==> config.mk <==
export PLATFORM = sky130hd
export DESIGN_NAME = demux_1to8_reg
export DESIGN_NICKNAME = d
export VERILOG_FILES = /design/src/rtl/demux_1to8_reg.sv
export SDC_FILE = /design/constraint.sdc
export NUM_CORES = 1
export LEC_CHECK = 0
export ABC_CLOCK_PERIOD_IN_PS = 6380
export BUFFER_PORTS_ARGS = -buffer_cell sky130_fd_sc_hd__buf_2
export CAP_MARGIN = 20
export CORE_ASPECT_RATIO = 0.75
export CORE_MARGIN = 3
export CORE_UTILIZATION = 45
export DETAILED_ROUTE_END_ITERATION = 8
export GPL_ROUTABILITY_DRIVEN = 1
export GPL_TIMING_DRIVEN = 0
export PLACE_DENSITY = 0.81
export SETUP_SLACK_MARGIN = 0.2
export SYNTH_ARGS = -nofsm -noshare
export SYNTH_HDL_FRONTEND = slang
export SYNTH_SLANG_ARGS = --single-unit
export TNS_END_PERCENT = 100
==> constraint.sdc <==
create_clock -name clk -period 6.38 [get_ports clk]
set_clock_uncertainty 0.1 [all_clocks]
set_input_delay 0.957 -clock clk [delete_from_list [all_inputs] [get_ports clk]]
set_output_delay 0.957 -clock clk [all_outputs]
set_load 0.03 [all_outputs]
==> src/rtl/demux_1to8_reg.sv <==
// demux_1to8_reg: registered 1-to-8 demultiplexer with per-slot valid bits.
// Writes land either in the slot chosen by S (addressed mode) or in the slot
// named by an internal wrapping pointer (sequential mode). A consumer ack
// releases all slots at once; an ack and a write on the same edge behave as
// "clear, then write". Slot data is only ever changed by a write.
module demux_1to8_reg #(
  parameter int N = 24
) (
  input  logic         clk,
  input  logic         rst,       // asynchronous, active-low
  input  logic         en,
  input  logic [N-1:0] I,
  input  logic [2:0]   S,
  input  logic         mode,
  input  logic         in_valid,
  input  logic         out_ack,
  output logic [N-1:0] O0,
  output logic [N-1:0] O1,
  output logic [N-1:0] O2,
  output logic [N-1:0] O3,
  output logic [N-1:0] O4,
  output logic [N-1:0] O5,
  output logic [N-1:0] O6,
  output logic [N-1:0] O7,
  output logic [7:0]   valid,
  output logic [2:0]   ptr,
  output logic         in_ready,
  output logic         full
);

  // Occupancy state; always a pure function of the valid vector.
  localparam logic [1:0] ST_EMPTY   = 2'b00;
  localparam logic [1:0] ST_FILLING = 2'b01;
  localparam logic [1:0] ST_FULL    = 2'b10;

  logic [N-1:0] slot_q [8];
  logic [N-1:0] slot_d [8];
  logic [7:0]   valid_q, valid_d;
  logic [2:0]   ptr_q, ptr_d;
  logic [1:0]   state_q, state_d;
  logic [2:0]   target;
  logic         ack;
  logic         wr;

  // Handshake: ack only counts when enabled; a full buffer accepts a write
  // only when the same cycle's ack frees it.
  always_comb begin
    ack      = en & out_ack;
    in_ready = en & (~full | out_ack);
    wr       = in_valid & in_ready;
  end

  // Next-state: apply the ack clear first, then the (optional) write.
  always_comb begin
    // NOTE: every combinationally assigned signal gets a default up front so
    // no path through the block leaves it unassigned (which would infer a latch).
    slot_d  = slot_q;
    valid_d = valid_q;
    ptr_d   = ptr_q;
    target  = S;

    if (ack) begin
      valid_d = '0;
      ptr_d   = '0;
    end

    if (wr) begin
      // Sequential mode uses the post-clear pointer, so ack+write lands in slot 0.
      target          = mode ? ptr_d : S;
      slot_d[target]  = I;
      valid_d[target] = 1'b1;
      if (mode) begin
        ptr_d = ptr_d + 3'd1;  // 3-bit add wraps 7 -> 0
      end
    end

    if (valid_d == 8'h00) begin
      state_d = ST_EMPTY;
    end else if (valid_d == 8'hFF) begin
      state_d = ST_FULL;
    end else begin
      state_d = ST_FILLING;
    end
  end

  // State registers; reset clears everything immediately, including slot data.
  always_ff @(posedge clk or negedge rst) begin
    if (!rst) begin
      // NOTE: the slot storage is reset too, because the outputs must read
      // zero the moment reset is asserted, not merely be marked invalid.
      for (int k = 0; k < 8; k++) begin
        slot_q[k] <= '0;
      end
      valid_q <= '0;
      ptr_q   <= '0;
      state_q <= ST_EMPTY;
    end else if (en) begin
      // NOTE: sequential state uses non-blocking assignments so every register
      // samples the pre-edge values, independent of statement order.
      slot_q  <= slot_d;
      valid_q <= valid_d;
      ptr_q   <= ptr_d;
      state_q <= state_d;
    end
  end

  // Registered outputs.
  always_comb begin
    O0    = slot_q[0];
    O1    = slot_q[1];
    O2    = slot_q[2];
    O3    = slot_q[3];
    O4    = slot_q[4];
    O5    = slot_q[5];
    O6    = slot_q[6];
    O7    = slot_q[7];
    valid = valid_q;
    ptr   = ptr_q;
    full  = (state_q == ST_FULL);
  end

endmodule

==> metrics.md <==
| Metric | Value |
|---|---|
| Number of synthesized flops with an enable pin | `0` |
| Worst vdd ir | `0.273 mV` |
| Measured slew at the worst slew-check pin | `0.765 ns` |
| DPL Wire Length | `13.8 mm` |
| Reg-to-Reg Start | `state_q[1]$_DFFE_PN0P_` |
| Worst relative slew slack | `49.0%` |
| Max Clock Freq | `365 MHz` |
| Number of CTS-inserted buffers | `21` |
| Detailed-route DRC error count | `0` |
| Inst Count DP | `976` |
| Clk sinks | `205` |
| Final TNS setup | `0 ns` |
| R2r setup slk | `3.77 ns` |
| Antenna Cells | `0` |
| FF+latch count, synth | `205` |
| Crit path kind | `input pin to register` |
| Most frequent cell after synthesis | `dfrtp_1` |
| First-pass GRT wire length | `30.9 mm` |
| Sequential cell area fraction in the yosys report | `63.7%` |
| Detailed Route Iter0 Violations | `263` |
| Htree depth | `1` |
| Share of post-route cells with drive strength above 1 | `64.5%` |
| Status | `finished, final reports clean` |
| Total Wirelength | `19.5 mm` |
| Std-Cell Rows | `41` |
| Routed len/inst | `19.2 µm` |
| Final setup vio count | `0` |
| Syn nets | `535` |
| Synth unique cells | `41` |
| Global-route congestion overflow total | `0` |
| Clock transition at path regs | `0.06 ns` |
| Startpoint Class | `input pin` |
| Synth top area cells | `dfrtp_1 64%, mux2_2 24%, mux2_4 3.5%, buf_2 0.87%, nand2_1 0.75%` |
| Post-synth top cells | `205 x dfrtp_1, 175 x mux2_2, 19 x mux2_4` |
| CTS max path bufs | `3` |
| Min Tclk post-route | `2.74 ns` |
| RSZ-0062 raised after global routing | `false` |
| Die Y-Extent | `122 µm` |
| CTS tree | `done` |
| Starting Density | `46.8%` |
| Final GP Congestion | `0.867` |
| Worst Hold Class | `input pin to async pin` |
| Largest area contributor in the netlist | `dfrtp_1` |
| GRT Resource Usage Total | `19.8%` |
| Reg2Reg Depth | `8` |
| CTS root buf | `clkbuf_16` |
| CP Data Arrival Time | `3.01 ns` |
| Synth Warn # | `0` |
| DR vias | `5,184` |
| Top_reg_cell synth | `dfrtp_1` |
| Lkg Pwr | `5.34 nW` |
| Max-cap viol count | `0` |
| Worst setup EP type | `register` |
| CP required | `6.65 ns` |
| Setup Buffers After CTS | `0` |
| Fin. Hold Viols | `0` |
| Fin crit share | `43.0%` |
| Max-slew violations | `0` |
| Area Overhead vs Synth | `28.4%` |
| Antenna violations before repair | `0` |
| Pin count of the biggest net entering global routing | `105` |
| Die Span X | `160 µm` |
| Antenna viol nets, final | `0` |
| DR vias/cell | `5.11` |
| FFs w/ async S/R, synth | `100%` |
| # hold bufs at CTS | `0` |
| Die area | `19,500 µm²` |
| Vias in the first global route | `5,473` |
| Clk Latency, worst-skew pair | `0.48 ns` |
| Crit Path Max Fanout | `10` |
| Post-synthesis cell count | `502` |
| Port bufs | `237` |
| Fin nets | `796` |
| R2R Path End | `O5[11]$_DFFE_PN0P_` |
| Mapped cell area | `8050 µm²` |
| Pwr/cell area | `452 nW/µm²` |
| Final std cells w/o fill | `1,014` |
| Core area | `17,200 µm²` |
| Synth top area share | `63.7%` |
| Post-cts sizing count | `0` |
| # IOs | `238` |
| Drt pass-1 iters | `4` |
| Syn avg cell area | `16.0 µm²` |
[layout by cell type, fill, tap and decap left out, types with 2 or more instances in the layout]
master     synthesis  layout
o22ai_1            4       4
buf_2             14     250
clkbuf_8           0       8
o41ai_2            2       2
clkbuf_16          0      21
nand3_1            6       6
nand2_2            2       2
mux2_2           175     175
clkinv_2           0       2
bufinv_16          0       3
nand2_1           16      16
nor4_1             5       5
clkinv_4           0       2
inv_1              5       5
and3_1             2       2
nor2b_1            3       3
nor2_1             7       7
clkbuf_1           1       2
mux2_4            19      19
a21o_1             3       3
buf_6              3       3
dfrtp_1          205     205
o21ai_0            2       2
buf_4              4       4
xor2_1             3       3
[final cells by class]
class	instances	area, µm²
fillers	1326	6850
flip-flops and latches	205	5130
multi-input cells	269	2760
repair buffers	238	1220
clock buffers	30	639
well taps	236	295
plain buffers	23	143
clock inverters	8	126
inverters	5	18.8
[power breakdown]
group / leakage, nW / total (mW) / internal [mW] / switching [mW]
Combinational: 2.37 / 1.54 / 0.518 / 1.02
Clock: 0.380 / 1.32 / 0.821 / 0.498
Sequential: 2.59 / 1.82 / 1.64 / 0.179
Total: 5.34 / 4.67 / 2.98 / 1.69
[state kept, by name (all words and copies together), names as in the netlist, 8 cells and up]
register and cells:
O3 24, O2 24, O1 24, valid 8, O7 24, O5 24
O6 24, O4 24, O0 24
[worst max path at each step]
stage          startpoint                 end  slack [ns]
6_report               en  O5[11]$_DFFE_PN0P_        3.64
2_1_floorplan          en  O7[14]$_DFFE_PN0P_        3.69
3_5_place_dp           en  O5[16]$_DFFE_PN0P_        3.13
5_1_grt                en  O5[11]$_DFFE_PN0P_        3.55
3_3_place_gp          rst   O6[9]$_DFFE_PN0P_        0.87
4_1_cts           out_ack            in_ready        3.65
[critical path, stage by stage]
cell and delay [ns]:
buf_2 0.14, nand2_1 0.08, or2_1 0.22, buf_6 0.14, nor2_1 0.19, nand2_1 0.12
nor2_2 0.38, buf_2 0.40, mux2_2 0.38
[cell families after synthesis]
logic type | count (synthesis) | share of synthesized area, %
buffers and inverters | 28 | 2.01
and+or+nand+nor | 50 | 3.37
xor gates and xnor gates | 3 | 0.327
AOI/OAI and AO/OA | 21 | 2.39
muxes | 195 | 28.2
DFF | 205 | 63.7
[per-stage QoR]
| stage | power, mW | area, µm² | worst slack, ns | hold slack, ns | util (%) |
|---|---|---|---|---|---|
| after global placement | 3.34 | 9530 | 0.871 | 0.382 | 55.4 |
| after CTS | 4.72 | 10300 | 3.65 | 0.401 | 60.1 |
| after floorplan | 2.86 | 8050 | 3.69 | 0.419 | - |
| after global routing | 4.88 | 10300 | 3.55 | 0.406 | 60.1 |
| after detailed placement | 3.39 | 9570 | 3.13 | 0.387 | 55.7 |
| final | 4.67 | 10300 | 3.64 | 0.386 | 60.1 |
[per-layer routing]
layer	part of all wire, %	track usage (%)	wire length (µm)	vias up
li1	-	-	-	2320
met1	46	28.1	9010	2658
met2	45	30.9	8750	178
met3	7.2	5.91	1410	28
met4	1.6	3.58	311	0
met5	0	0	0	-
No activity file was read; power rests on OpenSTA's default activity.
